[src/rtl/ccu_sequencer_pkg.sv]
// Shared types and constants for the CCU main-control sequencer and its digit timer.
package ccu_sequencer_pkg;

    localparam int DIGITS_DEF       = 36;
    localparam int FETCH_CYCLES_DEF = 2;

    localparam int D_0  = 0;
    localparam int D_1  = 1;
    localparam int D_18 = 18;
    localparam int D_35 = 35;

    typedef enum logic [1:0] {
        ST_STOP  = 2'd0,
        ST_ARM   = 2'd1,
        ST_FETCH = 2'd2,
        ST_EXEC  = 2'd3
    } seq_state_e;

endpackage

[src/rtl/ccu_sequencer_digit_timer.sv]
// Free-running digit-time counter with minor-cycle parity, digit decodes and wrap strobe.
module ccu_sequencer_digit_timer
    import ccu_sequencer_pkg::*;
#(
    parameter  int DIGITS = DIGITS_DEF,
    localparam int DW     = $clog2(DIGITS)
) (
    input  logic          clk,
    input  logic          rst_n,
    output logic [DW-1:0] digit,
    output logic          d0,
    output logic          d1,
    output logic          d18,
    output logic          d35,
    output logic          g1_pos,
    output logic          g1_neg,
    output logic          wrap
);

    localparam logic [DW-1:0] LAST = DW'(DIGITS - 1);

    logic [DW-1:0] digit_q;
    logic          odd_q;

    assign wrap = (digit_q == LAST);

    always_ff @(posedge clk or negedge rst_n) begin
        if (!rst_n) begin
            digit_q <= '0;
            odd_q   <= 1'b0;
        end else if (wrap) begin
            digit_q <= '0;
            odd_q   <= ~odd_q;
        end else begin
            digit_q <= digit_q + 1'b1;
        end
    end

    assign digit  = digit_q;
    assign d0     = (digit_q == DW'(D_0));
    assign d1     = (digit_q == DW'(D_1));
    assign d18    = (digit_q == DW'(D_18));
    assign d35    = (digit_q == DW'(D_35));
    assign g1_pos = odd_q;
    assign g1_neg = ~odd_q;

endmodule

[src/rtl/ccu_sequencer.sv]
// CCU main-control sequencer: alternates order fetch (Stage 1) and execute (Stage 2) on even minor cycles.
// Optional CCU_SEQ_SINGLE_STEP_EN adds step_mode, which stops the machine after every executed order.
//
//  state    | meaning
//  ST_STOP  | idle, waiting for start
//  ST_ARM   | start accepted, waiting for the next even d0
//  ST_FETCH | Stage 1, FETCH_CYCLES minor cycles (FETCH_CYCLES even, >= 2)
//  ST_EXEC  | Stage 2, one even+odd pair, or until exec_done for long orders
module ccu_sequencer
    import ccu_sequencer_pkg::*;
#(
    parameter  int DIGITS       = DIGITS_DEF,
    parameter  int FETCH_CYCLES = FETCH_CYCLES_DEF,
    localparam int DW           = $clog2(DIGITS)
) (
    input  logic          clk,
    input  logic          rst_n,
`ifdef CCU_SEQ_SINGLE_STEP_EN
    input  logic          step_mode,
`endif
    input  logic          start,
    input  logic          stop_order,
    input  logic          order_long,
    input  logic          exec_done,
    output logic [DW-1:0] digit,
    output logic          d0,
    output logic          d1,
    output logic          d18,
    output logic          d35,
    output logic          g1_pos,
    output logic          g1_neg,
    output logic          stage1,
    output logic          stage2,
    output logic          fetch_go,
    output logic          exec_go,
    output logic          order_end,
    output logic          running
);

    localparam int              FCW     = $clog2(FETCH_CYCLES);
    localparam logic [FCW-1:0]  FC_LAST = FCW'(FETCH_CYCLES - 1);

    seq_state_e     state_q, state_d;
    logic [FCW-1:0] fcnt_q, fcnt_d;
    logic           entering_q;
    logic           long_q, long_d;
    logic           done_q, done_d;
    logic           stop_q, stop_d;
    logic           wrap;
    logic           is_long, done_now, stop_now, exec_end;
    logic           step_en;

`ifdef CCU_SEQ_SINGLE_STEP_EN
    assign step_en = step_mode;
`else
    assign step_en = 1'b0;
`endif

    ccu_sequencer_digit_timer #(.DIGITS(DIGITS)) u_timer (
        .clk    (clk),
        .rst_n  (rst_n),
        .digit  (digit),
        .d0     (d0),
        .d1     (d1),
        .d18    (d18),
        .d35    (d35),
        .g1_pos (g1_pos),
        .g1_neg (g1_neg),
        .wrap   (wrap)
    );

    always_ff @(posedge clk or negedge rst_n) begin
        if (!rst_n) begin
            state_q    <= ST_STOP;
            fcnt_q     <= '0;
            entering_q <= 1'b0;
            long_q     <= 1'b0;
            done_q     <= 1'b0;
            stop_q     <= 1'b0;
        end else begin
            state_q    <= state_d;
            fcnt_q     <= fcnt_d;
            entering_q <= (state_d != state_q);
            long_q     <= long_d;
            done_q     <= done_d;
            stop_q     <= stop_d;
        end
    end

    always_comb begin
        state_d  = state_q;
        fcnt_d   = fcnt_q;
        long_d   = long_q;
        done_d   = done_q;
        stop_d   = stop_q;
        exec_end = 1'b0;
        // order_long is only meaningful on the first EXEC clock; exec_done only after it
        is_long  = entering_q ? order_long : long_q;
        done_now = done_q | (exec_done & ~entering_q);
        stop_now = stop_q | stop_order;

        case (state_q)
            ST_STOP: begin
                if (start) state_d = ST_ARM;
            end
            ST_ARM: begin
                if (g1_pos && wrap) begin
                    state_d = ST_FETCH;
                    fcnt_d  = '0;
                end
            end
            ST_FETCH: begin
                if (wrap) begin
                    if (fcnt_q == FC_LAST) state_d = ST_EXEC;
                    else                   fcnt_d  = fcnt_q + 1'b1;
                end
            end
            ST_EXEC: begin
                long_d = is_long;
                done_d = is_long & done_now;
                stop_d = stop_now;
                if (g1_pos && wrap && (!is_long || done_now)) begin
                    exec_end = 1'b1;
                    state_d  = (stop_now || step_en) ? ST_STOP : ST_FETCH;
                    fcnt_d   = '0;
                    long_d   = 1'b0;
                    done_d   = 1'b0;
                    stop_d   = 1'b0;
                end
            end
            default: state_d = ST_STOP;
        endcase
    end

    assign stage1    = (state_q == ST_FETCH);
    assign stage2    = (state_q == ST_EXEC);
    assign fetch_go  = stage1 & entering_q;
    assign exec_go   = stage2 & entering_q;
    assign order_end = exec_end;
    assign running   = (state_q != ST_STOP);

endmodule
[config.mk]
export PLATFORM = sky130hd
export DESIGN_NAME = ccu_sequencer
export DESIGN_NICKNAME = d
export VERILOG_FILES = /design/src/rtl/ccu_sequencer_pkg.sv /design/src/rtl/ccu_sequencer_digit_timer.sv /design/src/rtl/ccu_sequencer.sv
export SDC_FILE = /design/constraint.sdc
export NUM_CORES = 1
export LEC_CHECK = 0
export CAP_MARGIN = 10
export CORE_UTILIZATION = 35
export CTS_BUF_LIST = sky130_fd_sc_hd__clkbuf_2
export CTS_CLUSTER_SIZE = 16
export DETAILED_ROUTE_END_ITERATION = 10
export GPL_TIMING_DRIVEN = 0
export SLEW_MARGIN = 25
export SYNTH_ARGS = -nofsm -noshare
export SYNTH_HDL_FRONTEND = slang
export SYNTH_HIERARCHICAL = 1
export SYNTH_SLANG_ARGS = --single-unit
[constraint.sdc]
create_clock -name clk -period 5.7 [get_ports clk]
set_input_delay 0.855 -clock clk [delete_from_list [all_inputs] [get_ports clk]]
set_output_delay 0.855 -clock clk [all_outputs]
set_load 0.05 [all_outputs]
==> results.sh <==
export IMPL_startpoint_type="flip-flop"
export IMPL_maxClockFrequency_ghz=0.255
export IMPL_placement_rows=17
export IMPL_met2WireLength_um=797
export IMPL_drt_pass1_iter_count=3
export IMPL_gr_total_overflow=0
export IMPL_setup_viol=0
export IMPL_critical_path_endpoint_type="output port"
export IMPL_cts_hold_buffers=0
export IMPL_routed_via_count=677
export IMPL_dr_wl_met3_um=88
export IMPL_final_setup_skew_ns=0.00645
export IMPL_antenna_found_initial=0
export IMPL_drtAntennaViolNets=0
export IMPL_drt_first_iter_violations=14
export IMPL_cts_inserted_buffers=3
export IMPL_final_hold_viol_count=0
export IMPL_timing_critical_path_required_ns=4.85
export IMPL_synth_lib_cells_used_distinct=36
export IMPL_synthFlopType="dfrtp_1"
export IMPL_cts_num_sinks=14
export IMPL_power_leakage_nw=0.482
export IMPL_synthesized_area_um2=816
export IMPL_port_buffers=23
export IMPL_status="finished clean"
export IMPL_synth_edff_count=0
export IMPL_ioPinCount=24
export IMPL_cp_max_fo=7
export IMPL_floorplan_core_area_um2=2210
export IMPL_clkLatencyLatePin_ns=0.27
export IMPL_timing_critical_path_buf_inv=2
export IMPL_postSynthNetCount=90
export IMPL_critical_path_slowest_cell="clkdlybuf4s50_1"
export IMPL_die_width_um=50.3
export IMPL_clkTransAtPathRegs_ns=0.13
export IMPL_holdCritPathClass="flip-flop to flip-flop"
export IMPL_synth_seq_area_share_pct=42.9
export IMPL_rsz0062_at_grt="false"
export IMPL_path_delay_family="buffers and inverters"
export IMPL_synth_area_per_cell_um2=10.2
export IMPL_timing_worst_setup_path_type="flip-flop to output port"
export IMPL_finalWorstPathRequiredPeriod_ns=3.92
export IMPL_ctsRootBufferMaster="clkbuf_2"
export IMPL_remaining_drc_errors=0
export IMPL_cpPeakStageDelay_ns=0.83
export IMPL_area_grow_syn2layout_pct=34.8
export IMPL_gp_congestion=0.808
export IMPL_slew_headroom_pct=57.9
export IMPL_hpwl_after_detailed_placement_um=1280
export IMPL_cts_setup_buffers=0
export IMPL_max_slew_violation_total_from_the_final_report=0
export IMPL_yosysWarnings=6
export IMPL_path_cells="ha_1, or3b_4, nor3b_4, buf_4, nand2_2, nor3_1, clkdlybuf4s50_1"
export IMPL_final_net_count=118
export IMPL_wirelength_um=1740
export IMPL_setup_tns_ns=0
export IMPL_utilization_pct=49.7
export IMPL_cts_htree_levels=1
export IMPL_worst_slew_pin_slew_ns=0.630
export IMPL_postSynth_asyncResetShare_pct=100
export IMPL_per_cell_via_count_in_the_routed_design=5.01
export IMPL_final_layout_size_suffix_gt1_share_pct=14.0
export IMPL_ys_ff_latch=14
export IMPL_design_power_total_mw=0.165
export IMPL_first_global_vias=672
export IMPL_drt_wirelength_per_cell_um=12.9
export IMPL_cts_tree="done"
export IMPL_post_cts_resized=0
export IMPL_cap_viol_max_count=0
export IMPL_n_antenna_cell=0
export IMPL_global_route_wire_length_before_repair_um=2970
export IMPL_fp_dieH_um=50.3
export IMPL_post_synth_inst_count=80
export IMPL_final_period_utilization_pct=68.7
export IMPL_power_density_cell_area_nw_per_um2=150
export IMPL_highest_signal_layer="met3"
export IMPL_initial_utilization_pct=36.9
export IMPL_clock_tree_buffer_depth=2
export IMPL_max_vdd_ir_drop_uv=93.3
export IMPL_wl_met1_um=856
export IMPL_die_area_um2=2530
export IMPL_grt_total_usage_pct=15.8
export IMPL_timing_critical_path_arrival_ns=3.06
export IMPL_largest_net_degree_at_the_start_of_global_routing=15
[registers in the layout (all words and copies together), names as in the netlist]
name and count:
state_q 2, done_q 1, fcnt_q 1, stop_q 1
u_timer/g1_pos 1, long_q 1, u_timer/digit 6, entering_q 1
[cell usage after synthesis (2+ instances only)]
library cell | count | area [um^2]
ha_1 | 4 | 50.1
xnor2_1 | 4 | 35.0
nand2_1 | 3 | 11.3
a22o_1 | 2 | 17.5
nor2_1 | 7 | 26.3
a31oi_1 | 2 | 12.5
inv_1 | 5 | 18.8
nor3_1 | 2 | 10.0
o21ai_0 | 3 | 15.0
and3_2 | 2 | 15.0
a31o_1 | 2 | 17.5
and3_1 | 3 | 18.8
dfrtp_1 | 14 | 350
a21oi_1 | 2 | 10.0
buf_2 | 2 | 10.0
a221o_1 | 2 | 20.0
nand3_1 | 2 | 10.0
[worst reg2reg max path, cell delays in order, from the launching register on]
cell and delay, ns:
dfrtp_1 0.50, ha_1 0.24, or3b_4 0.41, nor3b_4 0.29
buf_4 0.20, nand2_2 0.10, a221o_1 0.36, a31o_1 0.18
[stage by stage]
stage | hold WS [ns] | worst slack [ns] | instances | area [um^2]
5_1_grt | 0.561 | 1.61 | 135 | 1100
3_3_place_gp | 0.508 | 2.12 | 131 | 1080
6_report | 0.541 | 1.78 | 135 | 1100
2_1_floorplan | 0.474 | 1.40 | 80 | 816
3_5_place_dp | 0.516 | 2.11 | 131 | 1080
4_1_cts | 0.548 | 1.75 | 135 | 1100
[worst paths after layout]
check                      slack, ns             start                to  cells past startpoint
min in group asynchronous       0.96             rst_n            stop_q                      1
hold / removal                  0.54            long_q            long_q                      1
hold reg to reg                 0.54            long_q            long_q                      1
setup reg to reg                3.31  u_timer/digit[0]        state_q[0]                      7
setup / recovery                1.78  u_timer/digit[0]         order_end                      7
max in group asynchronous       4.34             rst_n  u_timer/digit[5]                      1
[where the power goes]
group          internal (mW)  switching (mW)  leakage (nW)
registers              0.101         0.00140         0.171
logic                0.00791         0.00925         0.297
clock network         0.0152          0.0307        0.0140
[cell usage in the layout (no fill, tap or decap), types with 2 or more instances in the layout]
cell type        count
xnor2_1              4
inv_1                5
clkbuf_2             3
and3_1               3
a31oi_1              2
and3_2               2
nand2_1              3
a221o_1              2
o21ai_0              3
nor3_1               2
ha_1                 4
a31o_1               2
nand3_1              2
a22o_1               2
a21oi_1              2
clkdlybuf4s50_1     23
dfrtp_1             14
buf_2                2
nor2_1               7
[logic make-up (layout without fill, tap and decap cells)]
| family | count (synthesis) | count (layout) | synth area share [%] |
|---|---|---|---|
| AO/OA/AOI/OAI | 18 | 18 | 17.5 |
| adder cells (fa/ha/maj) | 4 | 4 | 6.14 |
| flip-flops | 14 | 14 | 42.9 |
| XOR/XNOR | 4 | 4 | 4.29 |
| multiplexers | 1 | 1 | 1.23 |
| AND/OR/NAND/NOR | 30 | 30 | 23.0 |
| buffers and inverters | 9 | 36 | 4.91 |
[routing by layer]
metal / vias up / track usage [%]
li1: 345 / -
met1: 311 / 20.1
met2: 21 / 25.6
met3: 0 / 3.03
met4: 0 / 7.14
met5: - / 0
[layout make-up]
class                           count  area [um^2]
Multi-Input combinational cell     57          425
Tap cell                           28         35.0
Timing Repair Buffer               23          230
Clock buffer                        3         15.0
Buffer                              3         17.5
Fill cell                         213         1110
Inverter                            6         22.5
Clock inverter                      1         3.75
Sequential cell                    14          350
No activity file was read; power rests on OpenSTA's default activity.
